<file path="config.mk">
export PLATFORM = sky130hd
export DESIGN_NAME = instr_encoder
export DESIGN_NICKNAME = d
export VERILOG_FILES = /design/src/rtl/instr_encoder.sv
export SDC_FILE = /design/constraint.sdc
export NUM_CORES = 1
export LEC_CHECK = 0
export ABC_AREA = 0
export BUFFER_PORTS_ARGS = -buffer_cell sky130_fd_sc_hd__buf_4
export CORE_MARGIN = 4
export CORE_UTILIZATION = 30
export CTS_BUF_LIST = sky130_fd_sc_hd__clkbuf_8 sky130_fd_sc_hd__clkbuf_16
export CTS_CLUSTER_DIAMETER = 100
export DETAILED_ROUTE_END_ITERATION = 10
export SETUP_SLACK_MARGIN = 0.4
export SYNTH_ARGS = -nofsm -noshare
export SYNTH_HDL_FRONTEND = slang
export SYNTH_SLANG_ARGS = --single-unit
</file>
<file path="constraint.sdc">
create_clock -name clk_i -period 2.9 [get_ports clk_i]
set_clock_uncertainty 0.1 [all_clocks]
set_input_delay 0.435 -clock clk_i [delete_from_list [all_inputs] [get_ports clk_i]]
set_output_delay 0.435 -clock clk_i [all_outputs]
set_load 0.05 [all_outputs]
</file>
<file path="src/rtl/instr_encoder.sv">
// instr_encoder -- sequential MIPS instruction encoder.
//
// Takes field-level instruction requests (opcode, funct, register numbers,
// immediate) and emits 32-bit machine words from a single output register.
// The subset covered is exactly what the core's control decoder implements.
// Unsupported requests are consumed, produce no word, and raise a one-cycle
// Illegal_o pulse.
//
// Build option: define ENC_PSEUDO_EN to enable the LI pseudo-op (opcode
// 6'b111111). When it is enabled, LI expands to one addi word, or to three
// words: ori / sll / ori. When ENC_PSEUDO_EN is undefined, LI is rejected
// as unsupported.
//
// Ports:
//   clk_i, rst_n_i        clock, synchronous active-low reset
//   Valid_i / Ready_o     request handshake
//   Opcode_i, Funct_i     opcode and R-type funct
//   Rs_i, Rt_i, Rd_i      register numbers
//   Shamt_i               shift amount
//   Imm_i                 immediate / jump target / LI value
//   Instr_o               encoded word
//   InstrValid_o / InstrReady_i  word handshake
//   Illegal_o             registered pulse, one per dropped request
module instr_encoder (
  input  logic        clk_i,
  input  logic        rst_n_i,
  input  logic        Valid_i,
  output logic        Ready_o,
  input  logic [5:0]  Opcode_i,
  input  logic [5:0]  Funct_i,
  input  logic [4:0]  Rs_i,
  input  logic [4:0]  Rt_i,
  input  logic [4:0]  Rd_i,
  input  logic [4:0]  Shamt_i,
  input  logic [31:0] Imm_i,
  output logic [31:0] Instr_o,
  output logic        InstrValid_o,
  input  logic        InstrReady_i,
  output logic        Illegal_o
);

  localparam logic [5:0] OP_RTYPE = 6'b000000;
  localparam logic [5:0] OP_J     = 6'b000010;
  localparam logic [5:0] OP_JAL   = 6'b000011;
  localparam logic [5:0] OP_BEQ   = 6'b000100;
  localparam logic [5:0] OP_BNE   = 6'b000101;
  localparam logic [5:0] OP_ADDI  = 6'b001000;
  localparam logic [5:0] OP_SLTI  = 6'b001010;
  localparam logic [5:0] OP_ANDI  = 6'b001100;
  localparam logic [5:0] OP_ORI   = 6'b001101;
  localparam logic [5:0] OP_XORI  = 6'b001110;
  localparam logic [5:0] OP_LW    = 6'b100011;
  localparam logic [5:0] OP_SW    = 6'b101011;
`ifdef ENC_PSEUDO_EN
  localparam logic [5:0] OP_LI    = 6'b111111;
`endif

  logic [31:0] instr_q, instr_d;
  logic        valid_q, valid_d;
  logic        illegal_q, illegal_d;

  logic        dec_legal;
  logic        dec_li_big;
  logic [31:0] dec_word;
  logic        accept;
  logic        idle;
  logic        adv_load;
  logic [31:0] adv_word;

  // Decode the request fields into a legality flag and the first word.
  always_comb begin
    dec_legal  = 1'b0;
    dec_li_big = 1'b0;
    dec_word   = 32'h0000_0000;
    case (Opcode_i)
      OP_RTYPE: begin
        dec_word = {6'b000000, Rs_i, Rt_i, Rd_i, Shamt_i, Funct_i};
        case (Funct_i)
          6'b000000, 6'b000010, 6'b000011,            // sll srl sra
          6'b001000, 6'b001001,                       // jr jalr
          6'b100000, 6'b100010, 6'b100100, 6'b100101, // add sub and or
          6'b100110, 6'b100111, 6'b101010:            // xor nor slt
            dec_legal = 1'b1;
          default:
            dec_legal = 1'b0;
        endcase
      end
      OP_J, OP_JAL: begin
        dec_legal = 1'b1;
        dec_word  = {Opcode_i, Imm_i[25:0]};
      end
      OP_BEQ, OP_BNE, OP_ADDI, OP_SLTI, OP_ANDI, OP_ORI, OP_XORI,
      OP_LW, OP_SW: begin
        dec_legal = 1'b1;
        dec_word  = {Opcode_i, Rs_i, Rt_i, Imm_i[15:0]};
      end
`ifdef ENC_PSEUDO_EN
      OP_LI: begin
        dec_legal = 1'b1;
        // The value fits in one addi only when bits 31:15 are all copies of bit 15.
        if (Imm_i[31:15] == {17{Imm_i[15]}}) begin
          dec_word = {OP_ADDI, 5'd0, Rt_i, Imm_i[15:0]};
        end else begin
          dec_li_big = 1'b1;
          dec_word   = {OP_ORI, 5'd0, Rt_i, Imm_i[31:16]};
        end
      end
`endif
      default: begin
        dec_legal = 1'b0;
      end
    endcase
  end

  assign accept  = Valid_i && Ready_o;
  assign Ready_o = idle && (!valid_q || InstrReady_i);

`ifdef ENC_PSEUDO_EN
  typedef enum logic [1:0] {
    IDLE   = 2'd0,
    LI_SLL = 2'd1,
    LI_LO  = 2'd2
  } state_t;

  state_t      state_q, state_d;
  logic [4:0]  li_rt_q, li_rt_d;
  logic [15:0] li_lo_q, li_lo_d;

  // LI sequencer state and the fields saved for the later LI words.
  always_ff @(posedge clk_i) begin
    if (!rst_n_i) begin
      state_q <= IDLE;
      li_rt_q <= 5'd0;
      li_lo_q <= 16'h0000;
    end else begin
      state_q <= state_d;
      li_rt_q <= li_rt_d;
      li_lo_q <= li_lo_d;
    end
  end

  // LI next-state logic and the word loaded on each advance.
  always_comb begin
    state_d  = state_q;
    li_rt_d  = li_rt_q;
    li_lo_d  = li_lo_q;
    adv_load = 1'b0;
    adv_word = 32'h0000_0000;
    case (state_q)
      IDLE: begin
        if (accept && dec_li_big) begin
          state_d = LI_SLL;
          li_rt_d = Rt_i;
          li_lo_d = Imm_i[15:0];
        end else begin
          state_d = IDLE;
        end
      end
      LI_SLL: begin
        // The output register always holds a valid word here, so a ready
        // output means the current word is being consumed.
        if (InstrReady_i) begin
          state_d  = LI_LO;
          adv_load = 1'b1;
          adv_word = {6'b000000, 5'd0, li_rt_q, li_rt_q, 5'd16, 6'b000000};
        end else begin
          state_d = LI_SLL;
        end
      end
      LI_LO: begin
        if (InstrReady_i) begin
          state_d  = IDLE;
          adv_load = 1'b1;
          adv_word = {OP_ORI, li_rt_q, li_rt_q, li_lo_q};
        end else begin
          state_d = LI_LO;
        end
      end
      default: begin
        state_d = IDLE;
      end
    endcase
  end

  assign idle = (state_q == IDLE);
`else
  logic unused_imm_hi;
  assign unused_imm_hi = ^Imm_i[31:26];
  assign idle     = 1'b1;
  assign adv_load = 1'b0;
  assign adv_word = 32'h0000_0000;
`endif

  // Output register next value: a new accept wins, then an LI advance, then a drain.
  always_comb begin
    instr_d   = instr_q;
    valid_d   = valid_q;
    illegal_d = accept && !dec_legal;
    if (accept && dec_legal) begin
      instr_d = dec_word;
      valid_d = 1'b1;
    end else if (adv_load) begin
      instr_d = adv_word;
      valid_d = 1'b1;
    end else if (InstrReady_i) begin
      valid_d = 1'b0;
    end else begin
      valid_d = valid_q;
    end
  end

  // Output word, valid flag and illegal pulse registers.
  always_ff @(posedge clk_i) begin
    if (!rst_n_i) begin
      instr_q   <= 32'h0000_0000;
      valid_q   <= 1'b0;
      illegal_q <= 1'b0;
    end else begin
      instr_q   <= instr_d;
      valid_q   <= valid_d;
      illegal_q <= illegal_d;
    end
  end

  assign Instr_o      = instr_q;
  assign InstrValid_o = valid_q;
  assign Illegal_o    = illegal_q;

endmodule
</file>
==> qor.csv <==
metric,value,unit
total_power,1.151,mW
htree_levels,2,
drt_iter0_drc,63,
rows,27,
nets,348,
cts_tree,built,
p_clk_share,30.6,%
ys_types,34,
numCtsBuffers,5,
fin_crit_sh,78.51,%
setup_tns,0,ns
fmax,439.2,MHz
portBuffers,96,
cp.buffers_inverters,2,
dp_hpwl,3903,µm
pwr-share-comb,26.1,%
vias,1835,
status,"finished, final reports clean",
wl_per_cell,15.06,µm
antenna_found_initial,0,
hold_start,rst_n_i,
die_area,7158,µm²
holdPathStages,3,
antennaDiodeCount,0,
ys_warn_count,0,
syn_inst,183,
worstPathArrival,2.31,ns
crit_fanout,14,
final_util,47.72,%
synth_top_area_cell,dfxtp_1,
finalMaxSlewViolations,0,
min_path_type,in -> reg,
setup_ws,0.6231,ns
final-setup-viol-count,0,
synthTopCellsByArea,"dfxtp_1 39%, a211oi_2 14%, a22oi_1 11%, nor3_1 7.4%, a211oi_1 4.3%",
clockRootBuffer,clkbuf_8,
synthArstFlopShare,0,%
power_density,430.2,nW/µm²
gr-total-overflow,0,
clk_pin_slew,0.07,ns
period_needed,2.277,ns
cts_hold_buf,0,
syn_avg_cell_area,9.620,µm²
syn_area,1760,µm²
drt_wl_total,5316,µm
yosysMostFrequentCell,dfxtp_1,
ys.flop_type,dfxtp_1,
path_class,in -> reg,
yosysTopAreaCellShare,38.66,%
placed_cells,345,
critPathMostFrequentCell,buf_4,
first_global_vias,1935,
rsz0062_at_grt,no,
worst_pin_slew,0.7436,ns
grt_pass1_wl,9204,µm
die-width,84.61,µm
reg2reg_depth,6,
timing.critical_path.from_type,primary input,
grt_use_total,15.49,%
crit_family,simple AND/OR/NAND/NOR gates,
core,5608,µm²
die_h,84.61,µm
clock_sinks,34,
worstReg2RegEnd,Instr_o[6],
worstPathCellList,buf_4 -> or3_1 -> or4_4 -> a2111oi_4 -> or2_1 -> buf_4 -> a211oi_1,
crit_cells,7,
start_util,31.39,%
power_frac_seq,43.3,%
r2r-start,InstrValid_o,
r2r_slack,1.10,ns
synth.net_count,251,
crit_path_end_kind,flop,
cts.repair.resized,0,
grt_max_degree,20,
critPathMaxStageDelay,0.47,ns
clk_latency,0.28,ns
crit_start,Opcode_i[4],
ir_drop,0.2119,mV
p_int,804.1,µW
ys_top_cells_by_count,"34 x dfxtp_1, 26 x a22oi_1, 26 x nor3_1",
ioPinCount,103,
synth-seq-area-share,38.66,%
ys_seq_elements,34,
drc,0,
p_switching,347.4,µW
first_pass_iters,4,
cp_data_required_time,2.93,ns
syn_to_final_growth,52.03,%
leakage,1.076,nW
final_antenna_net_count,0,
hold_end,Instr_o[26],
relSlewSlack,50.25,%
hold_violations,0,
critPathSlowestCell,or4_4,
gp_congestion,0.7302,
place_ws,0.1752,ns
synth_edf_count,0,
drive_above_1_share,49.82,%
post_cts_buffers,0,
cap_violations,0,
layout.cells.non_filler,353,
viasPerCell,5.198,
cts_buffer_depth,2,
switching_share,30.17,%
[worst min-delay path, stage by stage]
cell and delay, ns:
buf_4 0.14, nand2_1 0.08, o21ai_2 0.04
[per-stage QoR]
step	instance area, µm²	hold slack [ns]
3_5_place_dp	2581	0.3521
2_1_floorplan	1760	0.5020
3_3_place_gp	2581	0.3530
4_1_cts	2673	0.3503
6_report	2676	0.3632
5_1_grt	2676	0.3567
[registers in the layout (all words and copies together) (netlist names)]
register / cells
Illegal_o: 1
InstrValid_o: 1
Instr_o: 32
[layout by cell type, fill, tap and decap left out]
cell and instances:
buf_4 105, dfxtp_1 34, a22oi_1 26, nor3_1 26
a211oi_2 19, a211oi_1 9, nand2_1 7, clkbuf_8 6
nand2b_1 4, inv_1 4, nor2_1 4, nor3b_1 3
o21ai_2 3, a21oi_1 3, nand4b_1 2, nor2b_1 2
o21ai_0 2, nand3_1 2, o211ai_1 2, mux2i_1 2
nand3b_1 1, or2b_1 1, a21o_1 1, a211oi_4 1
o311ai_0 1, or3_1 1, or4_4 1, a2111oi_4 1
or2_1 1, and4b_1 1, nor4_2 1, and3_1 1
nor4_1 1, clkinv_2 1, buf_6 1, buf_12 1
[layout make-up]
type	instances	area (µm²)
fillers	569	2932
multi-input cells	129	983.4
repair buffers	107	819.5
flip-flops and latches	34	680.7
well taps	72	90.09
clock buffers	6	82.58
inverters	3	11.26
clock inverters	2	8.758
[power groups by stage]
stage	clock network, mW	registers (mW)	logic [mW]
2_1_floorplan	0	0.581	0.101
3_3_place_gp	0	0.509	0.299
3_5_place_dp	0	0.509	0.302
4_1_cts	0.370	0.498	0.303
5_1_grt	0.401	0.501	0.324
6_report	0.353	0.498	0.300
[worst max path at each step]
stage | endpoint | slack [ns]
6_report | Instr_o[6] | 0.62
5_1_grt | Instr_o[1] | 0.51
4_1_cts | Instr_o[19] | 0.47
3_5_place_dp | Instr_o[21] | 0.18
3_3_place_gp | Instr_o[20] | 0.23
2_1_floorplan | Instr_o[19] | 0.48
[metal layers]
metal	routed length, µm	up-vias	global-route usage [%]
met5	0	-	0
met2	2544	63	25.41
met3	491	4	5.888
met1	2245	863	19.28
li1	-	905	-
met4	34	0	3.453
[cells by family (layout without fill, tap and decap cells)]
| kind of cell | count (synthesis) | in the layout | share of synthesized area (%) |
|---|---|---|---|
| mux | 2 | 2 | 1.137 |
| simple gates | 59 | 59 | 18.55 |
| buf+inv | 20 | 118 | 7.249 |
| flops | 34 | 34 | 38.66 |
| compound gates | 68 | 68 | 34.40 |
No activity file was read; power rests on OpenSTA's default activity.
